`src/rtl/eoc_err_log_fifo.sv`:
```
// rtl/eoc_err_log_fifo.sv - synchronous FIFO holding logged sequence errors
//
// Ports:
//   clk, rst            : clock, synchronous active-high reset (empties FIFO)
//   push, push_data     : write request and entry; dropped while full unless
//                         a pop happens in the same cycle
//   valid, data, ready  : head entry, popped when valid && ready
// DEPTH must be a power of two, >= 2.
module eoc_err_log_fifo #(
    parameter int DEPTH = 4,
    parameter int WIDTH = 4
) (
    input  logic             clk,
    input  logic             rst,
    input  logic             push,
    input  logic [WIDTH-1:0] push_data,
    output logic             valid,
    output logic [WIDTH-1:0] data,
    input  logic             ready
);

    localparam int AW = $clog2(DEPTH);

    logic [WIDTH-1:0] mem [DEPTH];
    logic [AW:0]      wr_ptr;
    logic [AW:0]      rd_ptr;
    logic             full;
    logic             pop;
    logic             accept;

    // Extra pointer bit distinguishes full from empty when indices match.
    assign full   = (wr_ptr[AW] != rd_ptr[AW]) && (wr_ptr[AW-1:0] == rd_ptr[AW-1:0]);
    assign valid  = (wr_ptr != rd_ptr);
    assign pop    = valid && ready;
    assign accept = push && (!full || pop);
    assign data   = mem[rd_ptr[AW-1:0]];

    always_ff @(posedge clk) begin
        if (rst) begin
            wr_ptr <= '0;
            rd_ptr <= '0;
        end else begin
            if (accept) wr_ptr <= wr_ptr + 1'b1;
            if (pop)    rd_ptr <= rd_ptr + 1'b1;
        end
    end

    always_ff @(posedge clk) begin
        if (accept) mem[wr_ptr[AW-1:0]] <= push_data;
    end

endmodule

```
`config.mk`:
```
export PLATFORM = sky130hd
export DESIGN_NAME = eoc_err_log_fifo
export DESIGN_NICKNAME = d
export VERILOG_FILES = /design/src/rtl/eoc_err_log_fifo.sv
export SDC_FILE = /design/constraint.sdc
export NUM_CORES = 1
export LEC_CHECK = 0
export CAP_MARGIN = 15
export CORE_UTILIZATION = 45
export CTS_BUF_LIST = sky130_fd_sc_hd__clkbuf_8
export DETAILED_ROUTE_END_ITERATION = 8
export HOLD_SLACK_MARGIN = 0.02
export PLACE_DENSITY = 0.64
export REMOVE_ABC_BUFFERS = 1
export SYNTH_ARGS = -nofsm -noshare
export SYNTH_HDL_FRONTEND = slang
export SYNTH_SLANG_ARGS = --single-unit
```
`constraint.sdc`:
```
create_clock -name clk -period 3.87 [get_ports clk]
set_input_delay 0.5805 -clock clk [delete_from_list [all_inputs] [get_ports clk]]
set_output_delay 0.5805 -clock clk [all_outputs]
set_load 0.03 [all_outputs]
```
==> summary.md, run 1 <==
| Metric | Value |
|---|---|
| Detailed Place HPWL | `roughly 1.4 mm` |
| Multiplexer share of the synthesized area | `0.145` |
| Slew Limit Fails | `0` |
| Setup slack after layout | `around 1.4 ns` |
| Skew-Pair Late Insertion Delay | `roughly 0.25 ns` |
| Xor and xnor area share after synthesis | `0.0328` |
| Yosys reg bits | `24` |
| Synth area leaders | `edfxtp_1 45%, dfxtp_1 15%, mux4_2 8.4%` |
| CP Cell Sequence | `mux4_2 > clkdlybuf4s50_1` |
| Cell taking the most area after synthesis | `edfxtp_1` |
| Site Rows | `17` |
| Worst Setup Path Type | `flop to output port` |
| Number of max-cap violations | `0` |
| Final WL | `about 1.7 mm` |
| Highest Signal Layer | `met4` |
| FMAX | `slightly above 0.4 GHz` |
| Root buf cell | `clkbuf_8` |
| WP data arrival | `1.87 ns` |
| Iter 0 DRT Violations | `10` |
| Die height | `roughly 51 um` |
| Final Instance Count excl. Fillers | `between 100 and 150` |
| Register area share after synthesis | `0.600` |
| Die area | `about 2600 sq um` |
| Crit path time final | `about 2.5 ns` |
| RSZ-0062 raised after global routing | `false` |
| Vias | `approximately 600` |
| # hold bufs at CTS | `0` |
| Post-Syn Instances | `73` |
| I/O Pins | `13` |
| Resize count post-CTS | `0` |
| CTS tree | `yes` |
| CTS clk-pin slew, worst paths | `0.08 ns` |
| Layout Utilization | `0.566` |
| Die X | `50.7 um` |
| DRC | `0` |
| # setup viols final | `0` |
| Maximum VDD drop | `between 200 and 250 uV` |
| Worst path required time | `3.29 ns` |
| Largest family of logic cells by synthesized area | `multiplexers` |
| Skew final | `0.00161 ns` |
| Vias in the first global route | `between 500 and 600` |
| Yosys top cell area share | `0.450` |
| Fraction of layout cells with a size suffix above 1 | `0.148` |
| Setup TNS | `0 ns` |
| Metal-1 WL | `a little under 800 um` |
| GR Overflow Total | `0` |
| First-pass GRT wire length | `~2.7 mm` |
| P per Cell Area | `487 nW/um^2` |
| DR pass1 iterations | `3` |
| Clock buffer count from CTS | `3` |
| Routed wire per std cell | `approximately 14 um` |
| Post-synthesis cell type count | `22` |
| Leakage dissipation | `approximately 0.46 nW` |
| Initial antenna violation count | `0` |
| Avg Cell Area, Syn | `roughly 15 sq um` |
| CTS Buffer Depth | `2` |
| CP endpoint kind | `output port` |
| H-tree depth | `1` |
| Placement Setup Slack | `1.67 ns` |
| Core area | `around 2200 sq um` |
| Status | `completed` |
| Synth Area in Compound Gates | `0.0516` |
| Synth Area in Adders | `0.0586` |
| GRT Resource Usage Total | `0.149` |
| TritonCTS Sinks | `24` |
| Metal3 WL | `about 37 um` |
| Synth Cell Area | `about 1100 sq um` |
| Worst Max-Slew Pin Slew | `~0.56 ns` |
| Ant. Diodes | `0` |
| Setup bufs post-CTS | `0` |
| Slowest CP cell | `clkdlybuf4s50_1` |
| GPL Wtd Cong | `~0.76` |
| Slowest stage delay, CP | `roughly 0.60 ns` |
| Area growth, synth to finish | `18.4%` |
| Port bufs | `12` |
| Met2 wire length | `approximately 830 um` |
| Min Hold Slack | `0.544 ns` |
| Startpoint Class | `flop` |
| Slew headroom | `0.621` |
| CP top delay family | `buffers and inverters` |
| Routed vias/inst | `approximately 5.2` |
| Synth warn | `0` |
| Starting Density | `0.478` |
| Placed cells | `around 110` |
| CP max FO | `4` |
| Period utilisation layout | `0.634` |
| Largest net degree at the start of global routing | `14` |
| Final ANT Viol Nets | `0` |
| Synth Area in Simple Gates | `0.0832` |
| Final Hold Viols | `0` |
| WP buf/inv | `1` |
| Hold Path Class | `flop to flop` |
| Fin nets | `slightly above 100` |
-- cell usage in the layout, fill, tap and decap left out --
cell type	instances
edfxtp_1	16
clkdlybuf4s50_1	12
inv_1	8
dfxtp_1	8
ha_1	5
mux4_2	4
nor2_1	4
mux2_2	4
xnor2_1	3
and2_1	3
nand2_1	3
clkbuf_8	3
a31oi_1	2
mux2i_1	2
nor2b_1	2
nand2b_1	2
and3_2	1
xor2_1	1
a41oi_2	1
a41oi_1	1
nand4bb_1	1
a211oi_1	1
a311o_1	1
-- cells in the mapped netlist --
cell type / instances
nand4bb_1: 1
a31oi_1: 2
mux2i_1: 2
nand2b_1: 2
inv_1: 7
mux2_2: 4
and3_2: 1
xnor2_1: 3
edfxtp_1: 16
a41oi_1: 1
a311o_1: 1
xor2_1: 1
clkbuf_1: 1
ha_1: 5
nor2b_1: 2
and2_1: 3
mux4_2: 4
nand2_1: 3
a41oi_2: 1
nor2_1: 4
dfxtp_1: 8
a211oi_1: 1
-- cells by family (layout without fill, tap and decap cells) --
kind of cell,after synthesis,in the layout
adder cells (fa/ha/maj),5,5
XOR/XNOR,4,4
AO/OA/AOI/OAI,6,6
buffers and inverters,8,23
flip-flops,24,24
AND/OR/NAND/NOR,16,16
multiplexers,10,10
-- final timing paths --
kind	from	end	slack, ns	cells past startpoint
worst min-delay path	rd_ptr[1]	rd_ptr[1]	0.54	2
worst min register to register	rd_ptr[1]	rd_ptr[1]	0.54	2
worst max register to register	wr_ptr[0]	wr_ptr[2]	2.22	3
worst max-delay path	flop	data[0]	1.42	2
-- state kept, by name (all words and copies together) (netlist names), named ones only --
| signal | flops |
|---|---|
| mem | 16 |
| rd_ptr | 3 |
| wr_ptr | 3 |
-- power by group --
| group | switching (mW) | leakage, nW | total (mW) | internal (mW) |
|---|---|---|---|---|
| Clock | 0.0687 | 0.0269 | 0.139 | 0.0705 |
| Sequential | 0.0203 | 0.212 | 0.315 | 0.294 |
| Combinational | 0.0809 | 0.219 | 0.162 | 0.0809 |
-- worst register-to-register path: stages, from the launching register on --
cell	delay, ns
dfxtp_1	0.43
xnor2_1	0.17
a41oi_1	0.55
mux2_2	0.39
-- metrics by stage --
stage | instance area, sq um | power (mW)
floorplan | 1060 | 0.425
global placement | 1220 | 0.481
detailed placement | 1220 | 0.486
CTS | 1260 | 0.623
global route | 1260 | 0.644
finish | 1260 | 0.616
-- routing by layer --
metal	vias up	global-route usage
met5	-	0
met4	0	0.0556
met3	2	0.0182
met2	7	0.258
met1	292	0.190
li1	297	-
-- cell type report --
class | count | area [sq um]
sequential | 24 | 641
tap | 28 | 35.0
timing repair buffer | 12 | 120
clock buffer | 3 | 41.3
inverter | 7 | 26.3
clock inverter | 1 | 3.75
fill | 193 | 970
multi-input combinational | 41 | 397
Note: power is estimated with default switching activity, not from simulation.
==> run 2, diff against run 1 <==
- PLACE_DENSITY: 0.64 -> 0.66
- clock period: 3.87 -> 2 ns (I/O delays scaled with it)
==> run 2 against run 1 <==
- clock power is 96% higher
- first-iteration DRC count is 30% lower
- global-route usage is 0.065 points higher
- combinational power is 95% higher
- sequential share of layout area is 1.2 points lower
- critical path depth stayed put
- worst setup slack worse by 1.2 ns
- worst hold slack worse by 0.0078 ns
- sequential power is 93% higher
- non-clock buffer count is 5 higher
- register-to-register slack worse by 1.9 ns
- via count is 4.0% higher
- critical endpoint unchanged
==> summary.md, run 2 (synthesized netlist as in run 1, its figures left out) <==
| Metric | Value |
|---|---|
| Clock buffer count from CTS | `3` |
| Final ANT Viol Nets | `0` |
| Site Rows | `17` |
| Most common cell after layout, fill and taps aside | `edfxtp_1` |
| Cells on worst reg2reg path | `4` |
| Hold depth | `2` |
| GR Overflow Total | `0` |
| Number of max-cap violations | `0` |
| Ant. Diodes | `0` |
| Slowest stage delay, CP | `about 0.50 ns` |
| Startpoint Class | `flop` |
| Die X | `50.7 um` |
| Largest net degree at the start of global routing | `14` |
| Final Hold Viols | `0` |
| FF-to-FF End | `mem[1][1]` |
| TritonCTS Sinks | `24` |
| Routed wire per std cell | `~13 um` |
| Starting Density | `0.478` |
| Root buf cell | `clkbuf_8` |
| Skew final | `roughly 0.0055 ns` |
| R2R Setup Slk | `roughly 0.37 ns` |
| Final WL | `around 1.6 mm` |
| Period utilisation layout | `0.913` |
| CP Cell Sequence | `mux4_2 > dlygate4sd2_1` |
| Worst path required time | `about 1.7 ns` |
| Crit path time final | `roughly 1.8 ns` |
| CTS clk-pin slew, worst paths | `about 0.070 ns` |
| DRC | `0` |
| CTS tree | `yes` |
| Die area | `2570 sq um` |
| Slowest CP cell | `mux4_2` |
| Hold path startpoint | `rd_ptr[1]` |
| DR pass1 iterations | `4` |
| Hold Path Class | `flop to flop` |
| Worst r2r src | `wr_ptr[0]` |
| FMAX | `approximately 0.55 GHz` |
| Vias | `622` |
| Setup bufs post-CTS | `0` |
| Initial antenna violation count | `0` |
| RSZ-0062 raised after global routing | `false` |
| # hold bufs at CTS | `0` |
| Slew headroom | `0.748` |
| CTS Buffer Depth | `2` |
| Worst Setup Path Type | `flop to output port` |
| Worst Max-Slew Pin Slew | `between 0.3 and 0.4 ns` |
| Area growth, synth to finish | `21.5%` |
| First-pass GRT wire length | `around 2.7 mm` |
| Placed cells | `117` |
| Setup TNS | `0 ns` |
| Number of flip-flops in the largest register | `16` |
| Maximum VDD drop | `479 uV` |
| H-tree depth | `1` |
| Core area | `around 2200 sq um` |
| P per Cell Area | `923 nW/um^2` |
| CP max FO | `4` |
| Slew Limit Fails | `0` |
| Fraction of layout cells with a size suffix above 1 | `0.204` |
| Vias in the first global route | `about 600` |
| I/O Pins | `13` |
| Leakage dissipation | `~0.5 nW` |
| CP endpoint kind | `output port` |
| Hold worst-path end | `rd_ptr[1]` |
| Die height | `50.7 um` |
| GRT Resource Usage Total | `0.150` |
| Iter 0 DRT Violations | `7` |
| Post-layout power | `about 1.2 mW` |
| Detailed Place HPWL | `1.26 mm` |
| GPL Wtd Cong | `0.782` |
| Routed vias/inst | `~5.1` |
| Skew-Pair Late Insertion Delay | `~0.25 ns` |
| Commonest non-fill, non-tap cells in the layout | `16 x edfxtp_1, 7 x inv_1, 7 x dfxtp_1, 7 x clkdlybuf4s50_1` |
| # setup viols final | `0` |
| Port bufs | `12` |
| Final Instance Count excl. Fillers | `around 120` |
| Fin nets | `approximately 110` |
| Status | `completed` |
| WP data arrival | `~1.5 ns` |
run 2: cell types whose count changed in the layout (fill, tap and decap cells not counted):
cell             before  now
buf_4                 0    5
clkdlybuf4s50_1      12    7
dlygate4sd2_1         0    5
clkinv_1              0    1
dfxtp_1               8    7
dfxtp_2               0    1
inv_1                 8    7
run 2: worst max path at each step:
stage / cells past startpoint / to
floorplan: 3 / wr_ptr[2]
global placement: 2 / data[0]
detailed placement: 2 / data[0]
CTS: 2 / data[2]
global route: 2 / data[2]
finish: 2 / data[0]
run 2: final cells by class:
class,count,area [sq um]
Tap cell,28,35.0
Clock inverter,1,3.75
Clock buffer,3,41.3
Inverter,7,26.3
Multi-Input combinational cell,41,397
Sequential cell,24,642
Timing Repair Buffer,17,151
Fill cell,191,937
run 2: worst max-delay path, delay by kind of cell, from the launching register on:
kind,cells,cell delay [ns]
buffers and inverters,1,0.37
DFF,1,0.41
muxes,1,0.50
run 2: routing by layer:
layer  up-vias  global-route usage  part of all wire
li1        313                   -                 -
met1       295               0.186              0.47
met4         0              0.0556            0.0074
met5         -                   0                 0
met3         2              0.0273             0.032
met2        12               0.258              0.48
run 2: what timing repair did:
item / 4_1_cts / 5_1_grt
setup endpoints to repair: 5 / 0
endpoints found under the hold margin: 0 / 0
gates resized for setup: 6 / 0
run 2: stage by stage:
step / worst slack, ns / utilization / area (sq um) / hold slack, ns
2_1_floorplan: 0.548 / - / 1060 / 0.399
3_3_place_gp: 0.102 / 0.562 / 1260 / 0.522
3_5_place_dp: 0.0836 / 0.562 / 1260 / 0.536
4_1_cts: 0.152 / 0.580 / 1300 / 0.545
5_1_grt: 0.118 / 0.580 / 1300 / 0.598
6_report: 0.175 / 0.580 / 1300 / 0.536
run 2: where the power goes:
| part | internal [mW] | switching [mW] | leakage, nW |
|---|---|---|---|
| sequential | 0.571 | 0.0371 | 0.213 |
| clock | 0.137 | 0.136 | 0.0231 |
| combinational | 0.153 | 0.163 | 0.251 |
| total | 0.860 | 0.336 | 0.487 |
==> run 3, diff against run 2 <==
- CTS_CLUSTER_SIZE: unset -> 24
==> results of run 3 <==
Same layout as run 2: the final DEF is identical, and so are final timing and power.
